## src/rtl/abs_share_arbiter_if.sv

```systemverilog
// Handshake bundle between the sample sources, the shared magnitude unit and
// the downstream magnitude consumer.
interface abs_share_arbiter_if #(
  parameter int N   = 4,
  parameter int IDW = 2
);
  logic [N-1:0]   req_valid;
  logic [N*8-1:0] req_data;
  logic [N-1:0]   req_ready;
  logic           out_valid;
  logic [6:0]     out_data;
  logic [IDW-1:0] out_id;
  logic           out_sat;
  logic           out_ready;

  modport master (
    output req_valid, req_data, out_ready,
    input  req_ready, out_valid, out_data, out_id, out_sat
  );

  modport slave (
    input  req_valid, req_data, out_ready,
    output req_ready, out_valid, out_data, out_id, out_sat
  );
endinterface

```

## src/rtl/abs_share_arbiter.sv

```systemverilog
// Round-robin shared saturating signed-to-magnitude unit with a single
// registered, ID-tagged output stage plus peak and saturation-event status.
module abs_share_arbiter #(
  parameter int N   = 4,
  parameter int IDW = 2
) (
  input  logic                  clk_i,
  input  logic                  rst_i,
  abs_share_arbiter_if.slave    bus,
  input  logic                  peak_clr_i,
  output logic [6:0]            peak_mag_o,
  output logic [IDW-1:0]        peak_id_o,
  output logic [7:0]            sat_cnt_o
);

  logic [IDW-1:0] ptr_q, ptr_d;
  logic           out_valid_q, out_valid_d;
  logic [6:0]     out_data_q, out_data_d;
  logic [IDW-1:0] out_id_q, out_id_d;
  logic           out_sat_q, out_sat_d;
  logic [6:0]     peak_mag_q, peak_mag_d;
  logic [IDW-1:0] peak_id_q, peak_id_d;
  logic [7:0]     sat_cnt_q, sat_cnt_d;

  logic           adv;
  logic [2*N-1:0] rot2;
  logic [N-1:0]   rot;
  logic           grant_found;
  logic [IDW-1:0] grant_idx;
  int             grant_pos;
  logic           xfer;
  logic [7:0]     sample;
  logic [6:0]     mag;
  logic           sat;
  logic [6:0]     base_mag;
  logic [IDW-1:0] base_id;
  logic [7:0]     base_cnt;

  // Rotating the valid vector by ptr lets a fixed priority scan start at ptr.
  always_comb begin
    adv         = !out_valid_q || bus.out_ready;
    rot2        = {bus.req_valid, bus.req_valid} >> ptr_q;
    rot         = rot2[N-1:0];
    grant_found = 1'b0;
    grant_pos   = 0;
    grant_idx   = '0;
    for (int k = N - 1; k >= 0; k--) begin
      if (rot[k]) begin
        grant_found = 1'b1;
        grant_pos   = int'(ptr_q) + k;
      end
    end
    if (grant_pos >= N) grant_pos = grant_pos - N;
    grant_idx = IDW'(grant_pos);
    xfer      = adv && grant_found && !rst_i;

    sample = '0;
    for (int i = 0; i < N; i++) begin
      if (grant_idx == IDW'(i)) sample = bus.req_data[i*8 +: 8];
    end

    sat = 1'b0;
    if (!sample[7]) begin
      mag = sample[6:0];
    end else if (sample == 8'h80) begin
      mag = 7'h7F;
      sat = 1'b1;
    end else begin
      mag = ~sample[6:0] + 7'd1;
    end
  end

  always_comb begin
    bus.req_ready = '0;
    if (xfer) bus.req_ready = {{(N-1){1'b0}}, 1'b1} << grant_idx;
  end

  always_comb begin
    ptr_d       = ptr_q;
    out_valid_d = out_valid_q;
    out_data_d  = out_data_q;
    out_id_d    = out_id_q;
    out_sat_d   = out_sat_q;

    if (xfer) begin
      ptr_d       = (int'(grant_idx) == N - 1) ? '0 : grant_idx + 1'b1;
      out_valid_d = 1'b1;
      out_data_d  = mag;
      out_id_d    = grant_idx;
      out_sat_d   = sat;
    end else if (adv) begin
      out_valid_d = 1'b0;
    end

    // Clear takes effect before a same-cycle sample is folded in.
    base_mag = peak_clr_i ? 7'd0 : peak_mag_q;
    base_id  = peak_clr_i ? '0 : peak_id_q;
    base_cnt = peak_clr_i ? 8'd0 : sat_cnt_q;

    peak_mag_d = base_mag;
    peak_id_d  = base_id;
    sat_cnt_d  = base_cnt;
    if (xfer) begin
      if (mag > base_mag) begin
        peak_mag_d = mag;
        peak_id_d  = grant_idx;
      end
      if (sat && base_cnt != 8'hFF) sat_cnt_d = base_cnt + 8'd1;
    end
  end

  always_ff @(posedge clk_i) begin
    if (rst_i) begin
      ptr_q       <= '0;
      out_valid_q <= 1'b0;
      out_data_q  <= '0;
      out_id_q    <= '0;
      out_sat_q   <= 1'b0;
      peak_mag_q  <= '0;
      peak_id_q   <= '0;
      sat_cnt_q   <= '0;
    end else begin
      ptr_q       <= ptr_d;
      out_valid_q <= out_valid_d;
      out_data_q  <= out_data_d;
      out_id_q    <= out_id_d;
      out_sat_q   <= out_sat_d;
      peak_mag_q  <= peak_mag_d;
      peak_id_q   <= peak_id_d;
      sat_cnt_q   <= sat_cnt_d;
    end
  end

  assign bus.out_valid = out_valid_q;
  assign bus.out_data  = out_data_q;
  assign bus.out_id    = out_id_q;
  assign bus.out_sat   = out_sat_q;
  assign peak_mag_o    = peak_mag_q;
  assign peak_id_o     = peak_id_q;
  assign sat_cnt_o     = sat_cnt_q;

endmodule

```

## src/flat_wrapper.sv

```systemverilog
// flat-port wrapper written by rule: the top's interface ports become plain ports
module abs_share_arbiter_flat 
#(
  parameter int N   = 4,
  parameter int IDW = 2
)
  (clk_i, rst_i, peak_clr_i, peak_mag_o, peak_id_o, sat_cnt_o, bus_req_valid, bus_req_data, bus_out_ready, bus_req_ready, bus_out_valid, bus_out_data, bus_out_id, bus_out_sat);
  abs_share_arbiter_if #(.N(N), .IDW(IDW)) bus_i ();
  input  logic clk_i;
  input  logic rst_i;
  input  logic peak_clr_i;
  output logic [6:0] peak_mag_o;
  output logic [IDW-1:0] peak_id_o;
  output logic [7:0] sat_cnt_o;
  input wire logic [$bits(bus_i.req_valid)-1:0] bus_req_valid;
  input wire logic [$bits(bus_i.req_data)-1:0] bus_req_data;
  input wire logic [$bits(bus_i.out_ready)-1:0] bus_out_ready;
  output wire logic [$bits(bus_i.req_ready)-1:0] bus_req_ready;
  output wire logic [$bits(bus_i.out_valid)-1:0] bus_out_valid;
  output wire logic [$bits(bus_i.out_data)-1:0] bus_out_data;
  output wire logic [$bits(bus_i.out_id)-1:0] bus_out_id;
  output wire logic [$bits(bus_i.out_sat)-1:0] bus_out_sat;
  assign bus_i.req_valid = bus_req_valid;
  assign bus_i.req_data = bus_req_data;
  assign bus_i.out_ready = bus_out_ready;
  assign bus_req_ready = bus_i.req_ready;
  assign bus_out_valid = bus_i.out_valid;
  assign bus_out_data = bus_i.out_data;
  assign bus_out_id = bus_i.out_id;
  assign bus_out_sat = bus_i.out_sat;
  abs_share_arbiter #(.N(N), .IDW(IDW)) u_core (.clk_i(clk_i), .rst_i(rst_i), .bus(bus_i), .peak_clr_i(peak_clr_i), .peak_mag_o(peak_mag_o), .peak_id_o(peak_id_o), .sat_cnt_o(sat_cnt_o));
endmodule
```

## config.mk

```make
export PLATFORM = sky130hd
export DESIGN_NAME = abs_share_arbiter_flat
export DESIGN_NICKNAME = d
export VERILOG_FILES = /design/src/rtl/abs_share_arbiter_if.sv /design/src/rtl/abs_share_arbiter.sv /design/src/flat_wrapper.sv
export SDC_FILE = /design/constraint.sdc
export NUM_CORES = 1
export LEC_CHECK = 0
export CORE_MARGIN = 8
export CORE_UTILIZATION = 52
export CTS_BUF_LIST = sky130_fd_sc_hd__clkbuf_4
export CTS_CLUSTER_DIAMETER = 100
export CTS_CLUSTER_SIZE = 8
export DETAILED_ROUTE_END_ITERATION = 8
export PLACE_DENSITY_LB_ADDON = 0.1
export SLEW_MARGIN = 0
export SYNTH_ARGS = -nofsm -noshare
export SYNTH_HDL_FRONTEND = slang
export SYNTH_SLANG_ARGS = --single-unit
export TNS_END_PERCENT = 50
```

## constraint.sdc

```tcl
create_clock -name clk_i -period 11.2 [get_ports clk_i]
set_input_delay 1.68 -clock clk_i [delete_from_list [all_inputs] [get_ports clk_i]]
set_output_delay 1.68 -clock clk_i [all_outputs]
set_load 0.005 [all_outputs]
```

==> summary.txt, run 1 <==
Global route
  – Total GRT Usage: 0.193
  – Largest net degree at the start of global routing: 22
  – Vias in the first global route: 2227
  – Grt ovf: 0
  – First-pass GRT wire length: 10200 microns
  – Initial antenna violation count: 0

Place
  – DP Worst Slack: between 4000 and 5000 ps
  – Routability Congestion: 0.904
  – Post-DP HPWL: around 5000 microns
  – Number of port buffers: between 70 and 80

Routing
  – DR DRC count: 0
  – DRT iter0 DRCs: 184
  – DR vias: 2348
  – Post-route antenna net violation count: 0
  – Wire per inst: about 16 microns
  – Total length of routed wires: approximately 6400 microns
  – Number of detailed-route iterations in the first pass: 4
  – Routed vias/inst: between 5 and 6

Setup path
  – Max Fanout on Critical Path: 12
  – Worst Path Buf+Inv: 1
  – Crit Path Class: input port to flop
  – Worst setup startpoint: bus_req_valid[0]
  – Critical Path, Cell by Cell: clkdlybuf4s50_1, mux2i_1, nor2_1, nor3_1, ha_1, or2_1, o221ai_1, ha_1, o21a_2, a31o_2, a21oi_1, ha_1, a211oi_1, o21bai_1, o211ai_1, mux2_2
  – Critical path required time: between 10000 and 15000 ps
  – WP data arrival: between 6000 and 7000 ps
  – CP Capture Type: flop
  – CP top delay family: compound AO/OA/AOI/OAI gates
  – Critical path's slowest cell: o211ai_1
  – Crit path depth: 16
  – FF-to-FF Start: u_core.ptr_q[1]$_SDFFE_PP0P_
  – Most common cell on crit path: ha_1
  – Worst stage delay on the critical path: about 680 ps
  – Startpoint types: input port
  – Cells on worst reg2reg path: 15

Hold path
  – Min-delay src: u_core.bus.out_sat$_SDFFE_PP0P_
  – Hold WC Path Type: flop to flop
  – Hold Path Depth: 2

Floorplan
  – IO Pins: about 70
  – Core ar.: 4030 sq um
  – Die width: between 80 and 90 microns
  – Die Y-Extent: around 80 microns
  – Initial Util: 0.546
  – Die area: 6570 sq um
  – Row Count: 23

Final layout
  – Share of post-route cells with drive strength above 1: 0.0901
  – Fin util: 0.740
  – Ant. Diodes: 0
  – Nets: 396
  – Area delta synth->final: 35.5%

CTS
  – CTS buffer count: 5
  – Clock Tree Buf Depth: 2
  – Worst-Skew Late Latency: around 340 ps
  – H-tree depth: 2
  – Clock transition at the registers of the reported paths: 100 ps
  – Post-CTS Hold Buffers: 0
  – Post-CTS setup buffers: 0
  – CTS-repair resized insts: 0
  – CTS tree: done
  – Sink Count: 30
  – Root Buffer: clkbuf_4

Synth
  – Synth Register Bits: 30
  – Synth Flop Type: dfxtp_1
  – Ys Warns: 0
  – Yosys cell types: 64
  – Avg Synthesized Cell Area: 8.00 sq um
  – FFs w/ async S/R, synth: 0
  – Register area share after synthesis: 0.273
  – Synth Cell Area: 2200 sq um
  – Mapped Cells: between 200 and 300
  – Number of synthesized flops with an enable pin: 0
  – Post-Syn Nets: ~330

STA
  – RSZ-0062 raised after global routing: false
  – Fin. max-slew vios: 0
  – Final setup margin: approximately 4500 ps
  – Clk_skew: 1.82 ps
  – Tightest Pin Transition: about 1000 ps
  – Tmin final: 6650 ps
  – TNS Setup: 0 ps
  – Slew HR: 0.328
  – Fin. Hold Viols: 0
  – Fmax: roughly 0.15 GHz
  – Share of the clock period used by the worst path: 0.594
  – Final setup viols: 0

Pwr
  – Design Power: slightly above 0.0004 W
  – PD cells: 136 nW/um^2
  – Maximum vdd drop: 55.0 uV
  – Leak: approximately 1.2 nW

Job
  – Max_cap viols: 0

Status
  – Status: finished clean
-- cell families (layout without fill, tap and decap cells) --
| logic type | count (synthesis) | in the layout | share of synthesized area |
|---|---|---|---|
| simple gates | 123 | 123 | 0.316 |
| compound gates | 84 | 84 | 0.276 |
| flops | 30 | 30 | 0.273 |
| buf+inv | 21 | 90 | 0.0432 |
| fa+ha+maj | 13 | 13 | 0.0739 |
| mux | 3 | 3 | 0.0148 |
| xor+xnor | 1 | 1 | 0.00398 |
-- metrics by stage --
stage                     area (sq um)  hold slack, ps  instances
after floorplan                   2200             448        275
after global placement            2930             463        386
after detailed placement          2930             466        386
after CTS                         2980             486        394
after global routing              2980             515        394
final                             2980             487        394
-- final timing paths --
path / slack, ps / endpoint
setup / recovery: 4550 / u_core.peak_mag_o[4]$_SDFF_PP0_
hold / removal: 490 / u_core.bus.out_sat$_SDFFE_PP0P_
setup reg to reg: 5850 / u_core.peak_mag_o[4]$_SDFF_PP0_
hold reg to reg: 490 / u_core.bus.out_sat$_SDFFE_PP0P_
-- report_power, final --
| part | internal [W] | switching, W |
|---|---|---|
| logic | 0.000101 | 0.000110 |
| registers | 0.000121 | 0.00000847 |
| clock network | 0.0000233 | 0.0000408 |
-- state kept, by name, indices dropped and copies added, names as in the netlist --
signal / cells
u_core.bus.out_data: 7
u_core.bus.out_id: 2
u_core.bus.out_sat: 1
u_core.bus.out_valid: 1
u_core.peak_id_o: 2
u_core.peak_mag_o: 7
u_core.ptr_q: 2
u_core.sat_cnt_o: 8
-- layout make-up --
cell class	instances	area, sq um
Tap cell	50	62.6
Clock buffer	5	37.5
Inverter	9	33.8
Clock inverter	3	16.3
Fill cell	343	1050
Timing Repair Buffer	73	726
Multi-Input combinational cell	224	1510
Sequential cell	30	601
-- synth_stat cells (all sizes together), types with 6 or more instances --
| library cell | n | area [sq um] |
|---|---|---|
| nor2 | 15 | 56.3 |
| nand2 | 28 | 105 |
| nor3 | 6 | 30.0 |
| ha | 13 | 163 |
| nor2b | 8 | 52.6 |
| o22ai | 6 | 43.8 |
| o21ai | 13 | 65.1 |
| and3 | 9 | 56.3 |
| clkbuf | 9 | 33.8 |
| a21oi | 24 | 120 |
| nand3 | 17 | 85.1 |
| or2 | 7 | 43.8 |
| or3 | 6 | 37.5 |
| inv | 9 | 33.8 |
| dfxtp | 30 | 601 |
-- cells in the final DEF (no fill, tap or decap), drive strengths merged, types with 3 or more instances in the layout --
cell and n:
clkdlybuf4s50 71, dfxtp 30, nand2 28, a21oi 24, nand3 17, nor2 15
ha 13, o21ai 13, inv 9, and3 9, nor2b 8, or2 7
nor3 6, or3 6, o22ai 6, and2 5, a21o 5, clkbuf 5
a221oi 5, nand3b 4, a211oi 4, nand4 4, o31a 3, o31ai 3
nor3b 3, nor4 3
-- worst min-delay path, delay by kind of cell, from the launching register on --
family | cells | cell delay, ps
AO/OA/AOI/OAI | 1 | 50
flip-flops | 1 | 340
AND/OR/NAND/NOR | 1 | 60
-- layer usage --
metal | routed length [microns] | global-route usage | vias up
li1 | - | - | 1169
met1 | 2820 | 0.234 | 1067
met2 | 2960 | 0.318 | 103
met3 | 541 | 0.0486 | 9
met4 | 108 | 0.0839 | 0
met5 | 0 | 0 | -
No activity file was read; power rests on OpenSTA's default activity.
==> inputs of run 2 (changes only) <==
--- a/config.mk
+++ b/config.mk
@@ -6,7 +6,7 @@
 export NUM_CORES = 1
 export LEC_CHECK = 0
 export CORE_MARGIN = 8
-export CORE_UTILIZATION = 52
+export CORE_UTILIZATION = 48
 export CTS_BUF_LIST = sky130_fd_sc_hd__clkbuf_4
 export CTS_CLUSTER_DIAMETER = 100
 export CTS_CLUSTER_SIZE = 8
==> constraint.sdc (replaced) <==
create_clock -name clk_i -period 6.6 [get_ports clk_i]
set_input_delay 0.99 -clock clk_i [delete_from_list [all_inputs] [get_ports clk_i]]
set_output_delay 0.99 -clock clk_i [all_outputs]
set_load 0.005 [all_outputs]
==> run 2 against run 1 <==
Clock power rose by 72%. Sequential power rose by 69%. First-iteration DRC count fell by 35%. Highest routed layer unchanged.
==> summary.txt, run 2 (same netlist as run 1, synthesis figures left out) <==
Status
  – Status: finished clean (unchanged)

Floorplan
  – Core ar.: 4380 sq um (was 4030 sq um)
  – Die width: 83.7 microns (was 81.1 microns)
  – Die area: 7010 sq um (was 6570 sq um)
  – Row Count: 24 (was 23)
  – IO Pins: 72 (unchanged)
  – Initial Util: 0.502 (was 0.546)
  – Die Y-Extent: 83.7 microns (was 81.1 microns)

Job
  – Max_cap viols: 0 (unchanged)

CTS
  – Worst-Skew Late Latency: 340 ps (about the same)
  – H-tree depth: 2 (unchanged)
  – Clock transition at the registers of the reported paths: 110 ps (was 100 ps)
  – Post-CTS Hold Buffers: 0 (unchanged)
  – CTS buffer count: 5 (unchanged)
  – Post-CTS setup buffers: 0 (unchanged)
  – Clock Tree Buf Depth: 2 (unchanged)
  – CTS-repair resized insts: 0 (unchanged)
  – CTS tree: done (unchanged)
  – Sink Count: 30 (unchanged)
  – Root Buffer: clkbuf_4 (unchanged)

Pwr
  – P_sw: 0.000272 W (was 0.000160 W)
  – Internal Power: 0.000418 W (was 0.000246 W)
  – PD cells: 231 nW/um^2 (was 136 nW/um^2)
  – Logic pwr share: 0.521 (about the same)
  – Sw frac: 0.395 (was 0.394)
  – Design Power: 0.000690 W (was 0.000405 W)
  – Maximum vdd drop: 102 uV (was 55.0 uV)
  – Clock power share: 0.159 (was 0.158)
  – Leak: 1.16 nW (was 1.15 nW)
  – Sequential Power Share: 0.319 (was 0.321)

STA
  – Slew HR: 0.363 (was 0.328)
  – Fin. Hold Viols: 0 (unchanged)
  – Final setup margin: 559 ps (was 4550 ps)
  – Tmin final: 6040 ps
  – RSZ-0062 raised after global routing: false (unchanged)
  – Clk_skew: 14.0 ps (was 1.82 ps)
  – Fmax: between 0.15 and 0.2 GHz
  – Fin. max-slew vios: 0 (unchanged)
  – Share of the clock period used by the worst path: 0.915
  – Final setup viols: 0 (unchanged)
  – TNS Setup: 0 ps (unchanged)
  – Tightest Pin Transition: 956 ps (was 1010 ps)

Routing
  – Number of detailed-route iterations in the first pass: 4 (unchanged)
  – Routed vias/inst: 5.96 (about the same)
  – DRT iter0 DRCs: 119 (was 184)
  – DR vias: 2367 (was 2348)
  – Wire per inst: 16.2 microns (was 16.3 microns)
  – DR DRC count: 0 (unchanged)
  – Total length of routed wires: 6430 microns (about the same)
  – Post-route antenna net violation count: 0 (unchanged)

Global route
  – Vias in the first global route: 2373 (was 2227)
  – First-pass GRT wire length: 10800 microns (was 10200 microns)
  – Total GRT Usage: 0.180 (was 0.193)
  – Grt ovf: 0 (unchanged)
  – Largest net degree at the start of global routing: 21 (was 22)
  – Initial antenna violation count: 0 (unchanged)

Setup path
  – Cells on worst reg2reg path: 15 (unchanged)
  – Startpoint types: input port (unchanged)
  – FF-to-FF Start: u_core.ptr_q[1]$_SDFFE_PP0P_ (unchanged)
  – CP Capture Type: flop (unchanged)
  – R2R Path End: u_core.peak_mag_o[4]$_SDFF_PP0_ (unchanged)
  – WP data arrival: 6270 ps (was 6890 ps)
  – Max Fanout on Critical Path: 12 (unchanged)
  – Crit Path Class: input port to flop (unchanged)
  – R2R setup slack: 1190 ps (was 5850 ps)
  – Critical path required time: 6830 ps (was 11440 ps)

Hold path
  – Hold Path Sink: u_core.bus.out_sat$_SDFFE_PP0P_ (unchanged)
  – Min-delay src: u_core.bus.out_sat$_SDFFE_PP0P_ (unchanged)
  – Hold WC Path Type: flop to flop (unchanged)
  – Hold Path Depth: 2 (unchanged)

Place
  – DP Worst Slack: 279 ps (was 4230 ps)
  – Post-DP HPWL: 5060 microns (was 5130 microns)
  – Number of port buffers: 71 (unchanged)
  – Routability Congestion: 0.900 (was 0.904)

Final layout
  – Share of post-route cells with drive strength above 1: 0.0928 (was 0.0901)
  – Ant. Diodes: 0 (unchanged)
  – Commonest non-fill, non-tap cell in the layout: clkdlybuf4s50_1 (unchanged)
  – Nets: 397 (was 396)
  – Area delta synth->final: 35.9% (was 35.5%)
  – Max reg flops: 8 (unchanged)
  – Commonest cells after routing, fill and taps aside: clkdlybuf4s50_1 (71), dfxtp_1 (30), nand2_1 (28) (unchanged)
run 2: layer usage:
metal  routed length (microns)  GRT usage
met2                      3000      0.302
met4                        76     0.0549
met3                       510     0.0537
met5                         0          0
met1                      2840      0.212
run 2: power groups by stage:
stage | logic (W) | registers, W | clock network, W
floorplan | 0.000228 | 0.000225 | 0
global placement | 0.000354 | 0.000224 | 0
detailed placement | 0.000358 | 0.000225 | 0
CTS | 0.000360 | 0.000220 | 0.000111
global route | 0.000398 | 0.000224 | 0.000121
finish | 0.000360 | 0.000220 | 0.000110
run 2: cell type report:
cell class	count	area, sq um
repair buffers	74	733
flip-flops and latches	30	601
multi-input cells	224	1510
clock buffers	5	37.5
well taps	52	65.1
inverters	9	33.8
clock inverters	3	16.3
fillers	402	1390
run 2: worst max path at each step:
stage | from | end | slack [ps] | cells past startpoint
3_3_place_gp | bus_req_valid[0] | u_core.peak_mag_o[4]$_SDFF_PP0_ | 550 | 16
4_1_cts | bus_req_valid[0] | u_core.peak_mag_o[4]$_SDFF_PP0_ | 630 | 16
3_5_place_dp | bus_req_valid[0] | u_core.peak_mag_o[4]$_SDFF_PP0_ | 280 | 16
2_1_floorplan | bus_req_valid[2] | u_core.peak_mag_o[4]$_SDFF_PP0_ | 1720 | 18
6_report | bus_req_valid[0] | u_core.peak_mag_o[4]$_SDFF_PP0_ | 560 | 16
5_1_grt | bus_req_valid[0] | u_core.peak_mag_o[5]$_SDFF_PP0_ | 180 | 18
run 2: per-stage QoR:
stage / std cells / area [sq um] / utilization / hold slack [ps]
floorplan: 275 / 2200 / - / 448
finish: 397 / 2990 / 0.682 / 474
global placement: 389 / 2940 / 0.670 / 441
global route: 397 / 2990 / 0.682 / 493
CTS: 397 / 2990 / 0.682 / 468
detailed placement: 389 / 2940 / 0.670 / 444
run 2: worst max-delay path: stages:
cell and delay (ps):
clkdlybuf4s50_1 470, mux2i_1 150, nor2_1 50, nor3_1 510, ha_1 490, or2_1 430
o221ai_1 320, ha_1 330, o21a_2 180, a31o_2 240, a21oi_1 310, ha_1 310
a211oi_1 230, o21bai_1 120, o211ai_1 710, mux2_2 410
==> inputs of run 3 (changes only) <==
--- a/config.mk
+++ b/config.mk
@@ -5,7 +5,7 @@
 export SDC_FILE = /design/constraint.sdc
 export NUM_CORES = 1
 export LEC_CHECK = 0
-export CORE_MARGIN = 8
+export CORE_MARGIN = 2
 export CORE_UTILIZATION = 48
 export CTS_BUF_LIST = sky130_fd_sc_hd__clkbuf_4
 export CTS_CLUSTER_DIAMETER = 100
==> run 3 against run 2 <==
Power up 0.12%. Die area fell by 27%. Worst setup slack better by 37 ps. Hold slack better by 11 ps. Combinational power hardly changed. Fmax up 0.61%. Clock power about the same. Final area fell by 0.25%. Via count shrank 2.6%. Global-route usage is 5.8 points higher. Critical path type unchanged.
==> summary.txt, run 3 (same netlist as run 1, synthesis figures left out) <==
Status
  – Status: finished clean (unchanged)

Setup path
  – Crit Path Class: input port to flop (unchanged)
  – WP data arrival: 6220 ps (was 6270 ps)
  – Max Fanout on Critical Path: 12 (unchanged)
  – Critical path required time: 6820 ps (was 6830 ps)
  – Cells on worst reg2reg path: 16 (was 15)
  – R2R Path End: u_core.peak_mag_o[4]$_SDFF_PP0_ (unchanged)
  – Startpoint types: input port (unchanged)
  – R2R setup slack: 1220 ps (was 1190 ps)
  – CP Capture Type: flop (unchanged)
  – FF-to-FF Start: u_core.ptr_q[1]$_SDFFE_PP0P_ (unchanged)

Place
  – Routability Congestion: 0.950 (was 0.900)
  – Placed insts: 388 (was 389)
  – Number of port buffers: 71 (unchanged)
  – Area after DPL: 2930 sq um (was 2940 sq um)
  – Post-DP HPWL: 4540 microns (was 5060 microns)

STA
  – Fmax: 0.167 GHz (was 0.166 GHz)
  – TNS Setup: 0 ps (unchanged)
  – Tmin final: 6000 ps (was 6040 ps)
  – Share of the clock period used by the worst path: 0.910 (was 0.915)
  – Final setup viols: 0 (unchanged)
  – Slew HR: 0.322 (was 0.363)
  – Fin. Hold Viols: 0 (unchanged)
  – RSZ-0062 raised after global routing: false (unchanged)
  – Tightest Pin Transition: 1020 ps (was 956 ps)
  – Fin. max-slew vios: 0 (unchanged)
  – Clk_skew: 12.6 ps (was 14.0 ps)
  – Hold slack: 485 ps (was 474 ps)

Routing
  – Total length of routed wires: 5830 microns (was 6430 microns)
  – DRT iter0 DRCs: 202 (was 119)
  – DR DRC count: 0 (unchanged)
  – Number of detailed-route iterations in the first pass: 4 (unchanged)
  – Wire per inst: 14.7 microns (was 16.2 microns)
  – DR vias: 2306 (was 2367)
  – Routed vias/inst: 5.82 (was 5.96)
  – Post-route antenna net violation count: 0 (unchanged)

CTS
  – Clock Tree Buf Depth: 2 (unchanged)
  – CTS tree: done (unchanged)
  – Clock transition at the registers of the reported paths: 100 ps (was 110 ps)
  – CTS buffer count: 5 (unchanged)
  – Worst-Skew Late Latency: 330 ps (was 340 ps)
  – Sink Count: 30 (unchanged)
  – CTS-repair resized insts: 0 (unchanged)
  – H-tree depth: 2 (unchanged)
  – Root Buffer: clkbuf_4 (unchanged)
  – Post-CTS Hold Buffers: 0 (unchanged)
  – Post-CTS setup buffers: 0 (unchanged)

Final layout
  – Non-filler cells, final: 396 (was 397)
  – FF/Latch Area: 601 sq um (unchanged)
  – Filler Cell Count: 400 (was 402)
  – Design area: 2980 sq um (was 2990 sq um)
  – Commonest cells after routing, fill and taps aside: clkdlybuf4s50_1 (71), dfxtp_1 (30), nand2_1 (28) (unchanged)
  – Area of the multi-input gates: 1510 sq um (unchanged)
  – Share of post-route cells with drive strength above 1: 0.0901 (was 0.0928)
  – Ant. Diodes: 0 (unchanged)
  – Area delta synth->final: 35.6% (was 35.9%)
  – Nets: 396 (was 397)
  – Max reg flops: 8 (unchanged)
  – Commonest non-fill, non-tap cell in the layout: clkdlybuf4s50_1 (unchanged)

Floorplan
  – Die area: 5140 sq um (was 7010 sq um)
  – Die width: 71.7 microns (was 83.7 microns)
  – Row Count: 24 (unchanged)
  – Die Y-Extent: 71.7 microns (was 83.7 microns)
  – Core ar.: 4380 sq um (unchanged)
  – Initial Util: 0.502 (unchanged)
  – IO Pins: 72 (unchanged)

Global route
  – Total GRT Usage: 0.237 (was 0.180)
  – First-pass GRT wire length: 9830 microns (was 10800 microns)
  – Grt ovf: 0 (unchanged)
  – Initial antenna violation count: 0 (unchanged)
  – Largest net degree at the start of global routing: 22 (was 21)
  – Vias in the first global route: 2153 (was 2373)

Hold path
  – Hold Path Sink: u_core.bus.out_id[1]$_SDFFE_PP0P_ (was u_core.bus.out_sat$_SDFFE_PP0P_)
  – Min-delay src: u_core.bus.out_id[1]$_SDFFE_PP0P_ (was u_core.bus.out_sat$_SDFFE_PP0P_)
  – Hold Path Depth: 2 (unchanged)
  – Hold WC Path Type: flop to flop (unchanged)

Pwr
  – Leak: 1.15 nW (was 1.16 nW)
  – PD cells: 232 nW/um^2 (was 231 nW/um^2)
  – Maximum vdd drop: 102 uV (about the same)
  – Design Power: 0.000691 W (was 0.000690 W)

Job
  – Max_cap viols: 0 (unchanged)
[run 3: cell types whose count changed in the layout (fill, tap and decap cells not counted), sizes merged]
cell,delta
buf,-1
[run 3: final cells by class]
class | instances | area share
clock buffers | 5 | 0.0126
well taps | 52 | 0.0218
inverters | 9 | 0.0113
repair buffers | 73 | 0.243
multi-input cells | 224 | 0.504
clock inverters | 3 | 0.00545
flip-flops and latches | 30 | 0.201
[run 3: per-stage QoR]
step,setup slack (ps),utilization
finish,596,0.681
global route,98.5,0.681
CTS,665,0.681
detailed placement,352,0.668
global placement,582,0.668
floorplan,1720,-
[run 3: power by group]
group / switching, W / internal [W] / leakage [nW] / total (W)
clock: 0.0000686 / 0.0000396 / 0.0286 / 0.000108
sequential: 0.0000142 / 0.000206 / 0.246 / 0.000220
combinational: 0.000190 / 0.000172 / 0.879 / 0.000362
[run 3: per-layer routing]
| layer | up-vias | track usage | routed length [microns] |
|---|---|---|---|
| li1 | 1167 | - | - |
| met1 | 1028 | 0.322 | 2640 |
| met2 | 105 | 0.393 | 2750 |
| met5 | - | 0 | 0 |
| met3 | 6 | 0.0352 | 376 |
| met4 | 0 | 0.0650 | 62 |
[run 3: critical path, stage by stage]
cell and delay [ps]:
clkdlybuf4s50_1 470, mux2i_1 150, nor2_1 50, nor3_1 520, ha_1 550, nor2b_2 170
a221o_1 320, a22oi_1 310, ha_1 280, o21a_2 230, a211oi_1 90, a21oi_1 330
ha_1 300, a211oi_1 250, o21bai_1 120, o211ai_1 680, mux2_2 410
[run 3: how the worst max path moves through the flow]
stage	start	endpoint	slack (ps)	cells after the start
after floorplan	bus_req_valid[2]	u_core.peak_mag_o[4]$_SDFF_PP0_	1720	18
after global placement	bus_req_valid[0]	u_core.peak_mag_o[4]$_SDFF_PP0_	580	17
after detailed placement	bus_req_valid[0]	u_core.peak_mag_o[4]$_SDFF_PP0_	350	17
after CTS	bus_req_valid[0]	u_core.peak_mag_o[4]$_SDFF_PP0_	660	17
after global routing	bus_req_valid[0]	u_core.peak_mag_o[5]$_SDFF_PP0_	100	19
final	bus_req_valid[0]	u_core.peak_mag_o[4]$_SDFF_PP0_	600	17
